### src/rtl/prm_pkg.sv
// Shared types and helpers for the PRM edge-mask accumulator.
// Holds widths, FSM states and the word popcount.
package prm_pkg;

  localparam int OBS_W       = 15;
  localparam int N_EDGES_DEF = 512;
  localparam int RD_W_DEF    = 32;
  localparam int PC_W_DEF    = $clog2(RD_W_DEF + 1);

  typedef enum logic [2:0] {
    IDLE,
    RUN,
    DRAIN,
    COUNT,
    DONE
  } state_t;

  function automatic logic [PC_W_DEF-1:0] popcnt_word(
    input logic [RD_W_DEF-1:0] w
  );
    logic [PC_W_DEF-1:0] c;
    c = '0;
    for (int i = 0; i < RD_W_DEF; i++) begin
      c = c + PC_W_DEF'(w[i]);
    end
    return c;
  endfunction

endpackage

### src/rtl/prm_edge_mask_accum_popcnt.sv
// Combinational popcount of one bitmap readout word.
// Module name prm_word_popcnt; used by the COUNT scan.
module prm_word_popcnt
  import prm_pkg::*;
#(
  parameter int RD_W = RD_W_DEF,
  parameter int PC_W = $clog2(RD_W + 1)
) (
  input  logic [RD_W-1:0] word_i,
  output logic [PC_W-1:0] cnt_o
);

  if (RD_W == RD_W_DEF && PC_W == PC_W_DEF) begin : g_pkg
    assign cnt_o = popcnt_word(word_i);
  end else begin : g_loop
    always_comb begin
      cnt_o = '0;
      for (int i = 0; i < RD_W; i++) begin
        cnt_o = cnt_o + PC_W'(word_i[i]);
      end
    end
  end

endmodule

### src/rtl/prm_edge_mask_accum.sv
// Streams obstacle codes to the checker bank, ORs masks into a
// blocked-edge bitmap, counts blocked edges and serves word reads.
module prm_edge_mask_accum
  import prm_pkg::*;
#(
  parameter  int N_EDGES = N_EDGES_DEF,
  parameter  int RD_W    = RD_W_DEF,
  localparam int NW      = N_EDGES / RD_W,
  localparam int AW      = (NW > 1) ? $clog2(NW) : 1,
  localparam int CW      = $clog2(N_EDGES + 1),
  localparam int PCW     = $clog2(RD_W + 1)
) (
  input  logic               clk,
  input  logic               rst,
  input  logic               start,
  input  logic               obs_valid,
  input  logic [OBS_W-1:0]   obs_code,
  input  logic               obs_last,
  output logic               obs_ready,
  output logic [OBS_W-1:0]   chk_code,
  input  logic [N_EDGES-1:0] chk_mask,
  output logic               busy,
  output logic               done,
  output logic [CW-1:0]      blocked_cnt,
  input  logic [AW-1:0]      rd_addr,
  output logic [RD_W-1:0]    rd_data
);

  state_t             state_q, state_d;
  logic [N_EDGES-1:0] bitmap_q;
  logic [OBS_W-1:0]   chk_code_q;
  logic               s2_valid_q;
  logic [AW-1:0]      idx_q;
  logic [CW-1:0]      cnt_q;
  logic [RD_W-1:0]    rd_data_q;
  logic [RD_W-1:0]    word_w [NW];
  logic [PCW-1:0]     pc_w;
  logic               hs;

  for (genvar g = 0; g < NW; g++) begin : g_word
    assign word_w[g] = bitmap_q[g*RD_W +: RD_W];
  end

  prm_word_popcnt #(
    .RD_W (RD_W),
    .PC_W (PCW)
  ) u_popcnt (
    .word_i (word_w[idx_q]),
    .cnt_o  (pc_w)
  );

  assign hs = obs_valid & obs_ready;

  always_ff @(posedge clk) begin
    if (rst) state_q <= IDLE;
    else     state_q <= state_d;
  end

  always_comb begin
    state_d = state_q;
    unique case (state_q)
      IDLE:    if (start) state_d = RUN;
      RUN:     if (hs && obs_last) state_d = DRAIN;
      DRAIN:   state_d = COUNT;
      COUNT:   if (idx_q == AW'(NW - 1)) state_d = DONE;
      DONE:    state_d = IDLE;
      default: state_d = IDLE;
    endcase
  end

  always_comb begin
    obs_ready = 1'b0;
    busy      = 1'b0;
    done      = 1'b0;
    unique case (state_q)
      RUN: begin
        obs_ready = 1'b1;
        busy      = 1'b1;
      end
      DRAIN, COUNT: busy = 1'b1;
      DONE:         done = 1'b1;
      default: ;
    endcase
  end

  // Mask for a code arrives the cycle after it is registered.
  always_ff @(posedge clk) begin
    if (rst) begin
      bitmap_q   <= '0;
      chk_code_q <= '0;
      s2_valid_q <= 1'b0;
      idx_q      <= '0;
      cnt_q      <= '0;
      rd_data_q  <= '0;
    end else begin
      s2_valid_q <= hs;
      if (hs) chk_code_q <= obs_code;
      if (state_q == IDLE && start) begin
        bitmap_q <= '0;
        cnt_q    <= '0;
      end else if (s2_valid_q) begin
        bitmap_q <= bitmap_q | chk_mask;
      end
      if (state_q == DRAIN) begin
        idx_q <= '0;
      end else if (state_q == COUNT) begin
        idx_q <= idx_q + AW'(1);
        cnt_q <= cnt_q + CW'(pc_w);
      end
      rd_data_q <= word_w[rd_addr];
    end
  end

  assign chk_code    = chk_code_q;
  assign blocked_cnt = cnt_q;
  assign rd_data     = rd_data_q;

endmodule

### config.mk
export PLATFORM = sky130hd
export DESIGN_NAME = prm_edge_mask_accum
export DESIGN_NICKNAME = d
export VERILOG_FILES = /design/src/rtl/prm_pkg.sv /design/src/rtl/prm_edge_mask_accum_popcnt.sv /design/src/rtl/prm_edge_mask_accum.sv
export SDC_FILE = /design/constraint.sdc
export NUM_CORES = 1
export LEC_CHECK = 0
export BUFFER_PORTS_ARGS = -buffer_cell sky130_fd_sc_hd__buf_4
export CAP_MARGIN = 20
export CORE_AREA = 2 2 234 236
export CTS_CLUSTER_SIZE = 25
export DETAILED_ROUTE_END_ITERATION = 16
export DIE_AREA = 0 0 236 238
export MAX_ROUTING_LAYER = met4
export PLACE_DENSITY = 0.74
export SLEW_MARGIN = 20
export SYNTH_ARGS = -nofsm -noshare
export SYNTH_HDL_FRONTEND = slang
export SYNTH_SLANG_ARGS = --single-unit
### constraint.sdc
create_clock -name clk -period 21.1 [get_ports clk]
set_input_delay 1.055 -clock clk [delete_from_list [all_inputs] [get_ports clk]]
set_output_delay 1.055 -clock clk [all_outputs]
set_load 0.05 [all_outputs]
==> results.txt <==
----------------------------------------------------
[Global routing]
  Antenna violations before repair ... 22
  Vias in the first global route ... approximately 22000
  Pin count of the biggest net entering global routing ... between 100 and 150
  Global-route wire length before repair ... 139500 µm
  Combined global-route utilization of all metal layers ... 0.3415
  Remaining Overflow, GRT ... 0

[Synthesis]
  Number of distinct library cells after synthesis ... between 40 and 50
  Cell type with the largest total area after synthesis ... sky130_fd_sc_hd__dfxtp_1
  Number of flops mapped to enable cells by yosys ... 0
  Portion of synthesized cell area occupied by the leading cell type ... 0.4393
  Share of the yosys chip area belonging to registers ... 0.4393
  Area of the mapped netlist ... 26290 µm²
  Synth top area cells ... sky130_fd_sc_hd__dfxtp_1 44%, sky130_fd_sc_hd__mux4_2 22%, sky130_fd_sc_hd__a21oi_1 11%, sky130_fd_sc_hd__nor2_1 7.7%, sky130_fd_sc_hd__mux2i_1 3.7%
  Most frequently used flop master after synthesis ... sky130_fd_sc_hd__dfxtp_1
  Synth Net Count ... roughly 3100
  Flip-flop and latch count after synthesis ... 577
  Post-synthesis async set-or-reset flop share ... 0
  Post-synthesis area per instance ... 10.42 µm²
  Post-synthesis instance total ... 2523
  Synthesis warning total ... 0

[Worst setup path]
  Number of buffer and inverter stages on the critical path ... 5
  Capturing element of the worst setup path ... blocked_cnt[9]$_SDFF_PP0_
  CP Max Fanout ... 41
  Longest individual stage delay on the worst path ... 0.75 ns
  Crit-path leading delay family ... adder cells
  Worst reg2reg path endpoint ... blocked_cnt[9]$_SDFF_PP0_
  Endpoint arrival time on the critical path ... 10.07 ns
  Critical Path End Type ... flop
  Depth of the worst register-to-register path ... 25
  WS Path Type ... flop to flop
  Launch point of the worst reg-to-reg path ... idx_q[0]$_SDFFE_PP0P_
  Critical Path Start ... idx_q[0]$_SDFFE_PP0P_
  Nature of the critical path startpoint ... flop
  Critical path's most frequent cell ... sky130_fd_sc_hd__fa_1
  Worst path slowest cell ... sky130_fd_sc_hd__buf_4
  R2r setup slk ... ~12 ns
  Logic depth of the worst setup path including buffers ... 25
  Required time of the critical path ... 21.64 ns

[Drt]
  Vias per Instance ... 6.010
  Detailed-route via count ... 22560
  Post-DRT Antenna Nets ... 0
  Drt pass-1 iters ... 6
  Number of violations reported at the end of detailed-routing iteration 0 ... roughly 2100
  Routed Wire Length ... approximately 95000 µm
  DRC Markers ... 0
  WL/cell ... roughly 25 µm

[Timing]
  Fin crit period ... 9.532 ns
  Final worst path period share ... 0.4518
  Slew at the pin closest to its max-slew limit ... 1.135 ns
  Smallest setup slack after layout ... ~12 ns
  Setup TNS ... 0 ns
  Number of endpoints failing setup at the final stage ... 0
  Top achievable clock speed ... 0.1049 GHz
  Final Hold Vio Count ... 0
  Max-Slew Margin vs Limit ... 0.2435
  Worst clock skew ... between 0.02 and 0.03 ns
  RSZ-0062 raised after global routing ... false
  Max-slew violation total from the final report ... 0

[Power]
  Maximum vdd drop ... 0.06980 mV
  LEAKAGE ... around 0.013 µW
  Total power per unit cell area ... between 70 and 80 nW/µm²

[Floorplanning]
  Die area ... 56170 µm²
  Die height ... 238 µm
  Cell row count ... 85
  Total I/O pin count ... between 500 and 600
  Starting Density ... 0.4915
  Floorplan core area ... between 50000 and 60000 µm²
  Die X ... 236 µm

[Place]
  HPWL Detailed ... 69470 µm
  Setup Slack @ Placement ... approximately 11 ns
  Final RePlAce weighted congestion ... 0.9047
  Area after detailed placement ... approximately 30000 µm²
  Number of port buffers ... between 500 and 600

[Clock network]
  TritonCTS sink count ... 577
  Library cell used as clock root buffer ... sky130_fd_sc_hd__clkbuf_16
  Post-CTS Resized ... 0
  Clock buffer depth ... 3
  Clock tree from TritonCTS ... yes
  Insertion delay to the later sink of the worst-skew pair ... 0.64 ns
  Number of hold-repair buffers added at the cts stage ... 0
  CTS buffer count ... 60
  Total number of H-tree levels ... 2
  Register clock-pin slew on the reported worst setup and hold paths ... about 0.06 ns
  Setup fix buffers added after clock tree synthesis ... 0

[Final layout]
  Relative area change from synthesis to final layout ... 25.12%
  Total area of multi-input combinational cells ... between 10000 and 15000 µm²
  Layout filler cell count ... 4400
  Layout net count ... around 3600
  Fraction of final layout cells with drive strength greater than 1 ... 0.3275
  Post-layout utilization of the core ... 0.6149
  Footprint of the flip-flops and latches ... 11570 µm²
  Final instance area ... about 33000 µm²

[Run]
  Maximum Capacitance Violations ... 0

[Worst hold path]
  Worst min-delay path class ... flop to flop

[Outcome]
  Result of the run ... completed

----------------------------------------------------
[cell type report]
type,instances,share of cell area
Tap cell,696,0.02647
Timing Repair Buffer,616,0.1410
Inverter,30,0.003423
Sequential cell,577,0.3517
Clock inverter,22,0.008444
Multi-Input combinational cell,1703,0.4133
Clock buffer,87,0.05397
Antenna cell,22,0.001674
[per-layer routing]
layer,track usage,part of all wire
met5,-,0
met2,0.5383,0.47
met4,0.1440,0.046
met3,0.07531,0.097
met1,0.4271,0.38
[worst reg2reg max path, stage by stage (launching register included)]
cell and delay [ns]:
sky130_fd_sc_hd__dfxtp_4 0.74, sky130_fd_sc_hd__buf_4 0.78, sky130_fd_sc_hd__buf_4 0.78, sky130_fd_sc_hd__mux4_2 0.62, sky130_fd_sc_hd__nor2b_1 0.15, sky130_fd_sc_hd__a211oi_1 0.30
sky130_fd_sc_hd__a21oi_1 0.10, sky130_fd_sc_hd__fa_1 0.55, sky130_fd_sc_hd__inv_1 0.08, sky130_fd_sc_hd__fa_1 0.53, sky130_fd_sc_hd__fa_1 0.52, sky130_fd_sc_hd__inv_1 0.06
sky130_fd_sc_hd__fa_1 0.53, sky130_fd_sc_hd__inv_1 0.05, sky130_fd_sc_hd__fa_1 0.50, sky130_fd_sc_hd__fa_1 0.43, sky130_fd_sc_hd__fa_1 0.43, sky130_fd_sc_hd__fa_1 0.47
sky130_fd_sc_hd__o21ai_0 0.19, sky130_fd_sc_hd__a21oi_1 0.10, sky130_fd_sc_hd__xnor2_1 0.14, sky130_fd_sc_hd__ha_1 0.35, sky130_fd_sc_hd__nor3_1 0.08, sky130_fd_sc_hd__or3_4 0.34
sky130_fd_sc_hd__or4_1 0.47, sky130_fd_sc_hd__a21oi_1 0.14
[through the flow]
stage               power [µW]  hold WS [ns]  std cells
global placement          1401        0.4448       3622
detailed placement        1407        0.4494       3622
CTS                       2500        0.4580       3731
floorplan                 1281        0.4479       2523
finish                    2492        0.4554       3753
global route              2567        0.4719       3752
[synthesized netlist by cell type (2+ instances only)]
cell                         n
sky130_fd_sc_hd__and2_1      5
sky130_fd_sc_hd__nor3b_1     3
sky130_fd_sc_hd__mux4_2    256
sky130_fd_sc_hd__nor2_1    542
sky130_fd_sc_hd__a211oi_1   27
sky130_fd_sc_hd__buf_1       5
sky130_fd_sc_hd__and3_1      2
sky130_fd_sc_hd__o21a_1      4
sky130_fd_sc_hd__xnor2_1     3
sky130_fd_sc_hd__a21o_1      3
sky130_fd_sc_hd__fa_1       25
sky130_fd_sc_hd__clkbuf_1   99
sky130_fd_sc_hd__nand2b_1    4
sky130_fd_sc_hd__mux2i_1    96
sky130_fd_sc_hd__nor2b_1    22
sky130_fd_sc_hd__dfxtp_1   577
sky130_fd_sc_hd__a21boi_0    2
sky130_fd_sc_hd__nand2_1    37
sky130_fd_sc_hd__nor3_1      3
sky130_fd_sc_hd__buf_4      37
sky130_fd_sc_hd__o22ai_1    32
sky130_fd_sc_hd__buf_6       2
sky130_fd_sc_hd__a21oi_1   572
sky130_fd_sc_hd__ha_1       15
sky130_fd_sc_hd__mux2_2     13
sky130_fd_sc_hd__or3_1       2
sky130_fd_sc_hd__o21ai_0    15
sky130_fd_sc_hd__nand3_1     5
sky130_fd_sc_hd__buf_2      70
sky130_fd_sc_hd__inv_1      30
[logic make-up after synthesis]
kind of cell / Yosys count / synth area share
AOI/OAI and AO/OA: 660 / 0.1312
adders and majority gates: 40 / 0.02617
xor gates and xnor gates: 3 / 0.0009996
DFF: 577 / 0.4393
and+or+nand+nor: 635 / 0.09703
muxes: 365 / 0.2614
buffers and inverters: 243 / 0.04388
[report_power, final]
part	internal (µW)	switching, µW
combinational	121	136
sequential	1110	19.3
clock	654	452
total	1880	607
[layout by cell type, fill, tap and decap left out, types with 6 or more instances in the layout]
cell type	count
sky130_fd_sc_hd__a211oi_1	27
sky130_fd_sc_hd__a21oi_1	572
sky130_fd_sc_hd__buf_4	613
sky130_fd_sc_hd__bufinv_16	6
sky130_fd_sc_hd__clkbuf_1	12
sky130_fd_sc_hd__clkbuf_16	62
sky130_fd_sc_hd__clkbuf_8	14
sky130_fd_sc_hd__clkinv_2	13
sky130_fd_sc_hd__dfxtp_1	572
sky130_fd_sc_hd__diode_2	22
sky130_fd_sc_hd__fa_1	25
sky130_fd_sc_hd__ha_1	15
sky130_fd_sc_hd__inv_1	30
sky130_fd_sc_hd__mux2_2	13
sky130_fd_sc_hd__mux2i_1	96
sky130_fd_sc_hd__mux4_2	256
sky130_fd_sc_hd__nand2_1	37
sky130_fd_sc_hd__nor2_1	542
sky130_fd_sc_hd__nor2b_1	22
sky130_fd_sc_hd__o21ai_0	15
sky130_fd_sc_hd__o22ai_1	32
[flip-flops by register name (all words and copies together), names as in the netlist]
register	flops
idx_q	4
state_q	3
bitmap_q	512
blocked_cnt	10
s2_valid_q	1
chk_code	15
rd_data	32
[worst min-delay path by stage]
stage | from | endpoint | slack (ns) | cells past startpoint
global placement | chk_code[2]$_SDFFE_PP0P_ | chk_code[2]$_SDFFE_PP0P_ | 0.44 | 2
finish | chk_code[0]$_SDFFE_PP0P_ | chk_code[0]$_SDFFE_PP0P_ | 0.46 | 2
global route | chk_code[11]$_SDFFE_PP0P_ | chk_code[11]$_SDFFE_PP0P_ | 0.47 | 2
CTS | chk_code[0]$_SDFFE_PP0P_ | chk_code[0]$_SDFFE_PP0P_ | 0.46 | 2
floorplan | bitmap_q[128]$_SDFFE_PP0P_ | bitmap_q[128]$_SDFFE_PP0P_ | 0.45 | 2
detailed placement | chk_code[0]$_SDFFE_PP0P_ | chk_code[0]$_SDFFE_PP0P_ | 0.45 | 2
Power figures use the tool's default switching activity.
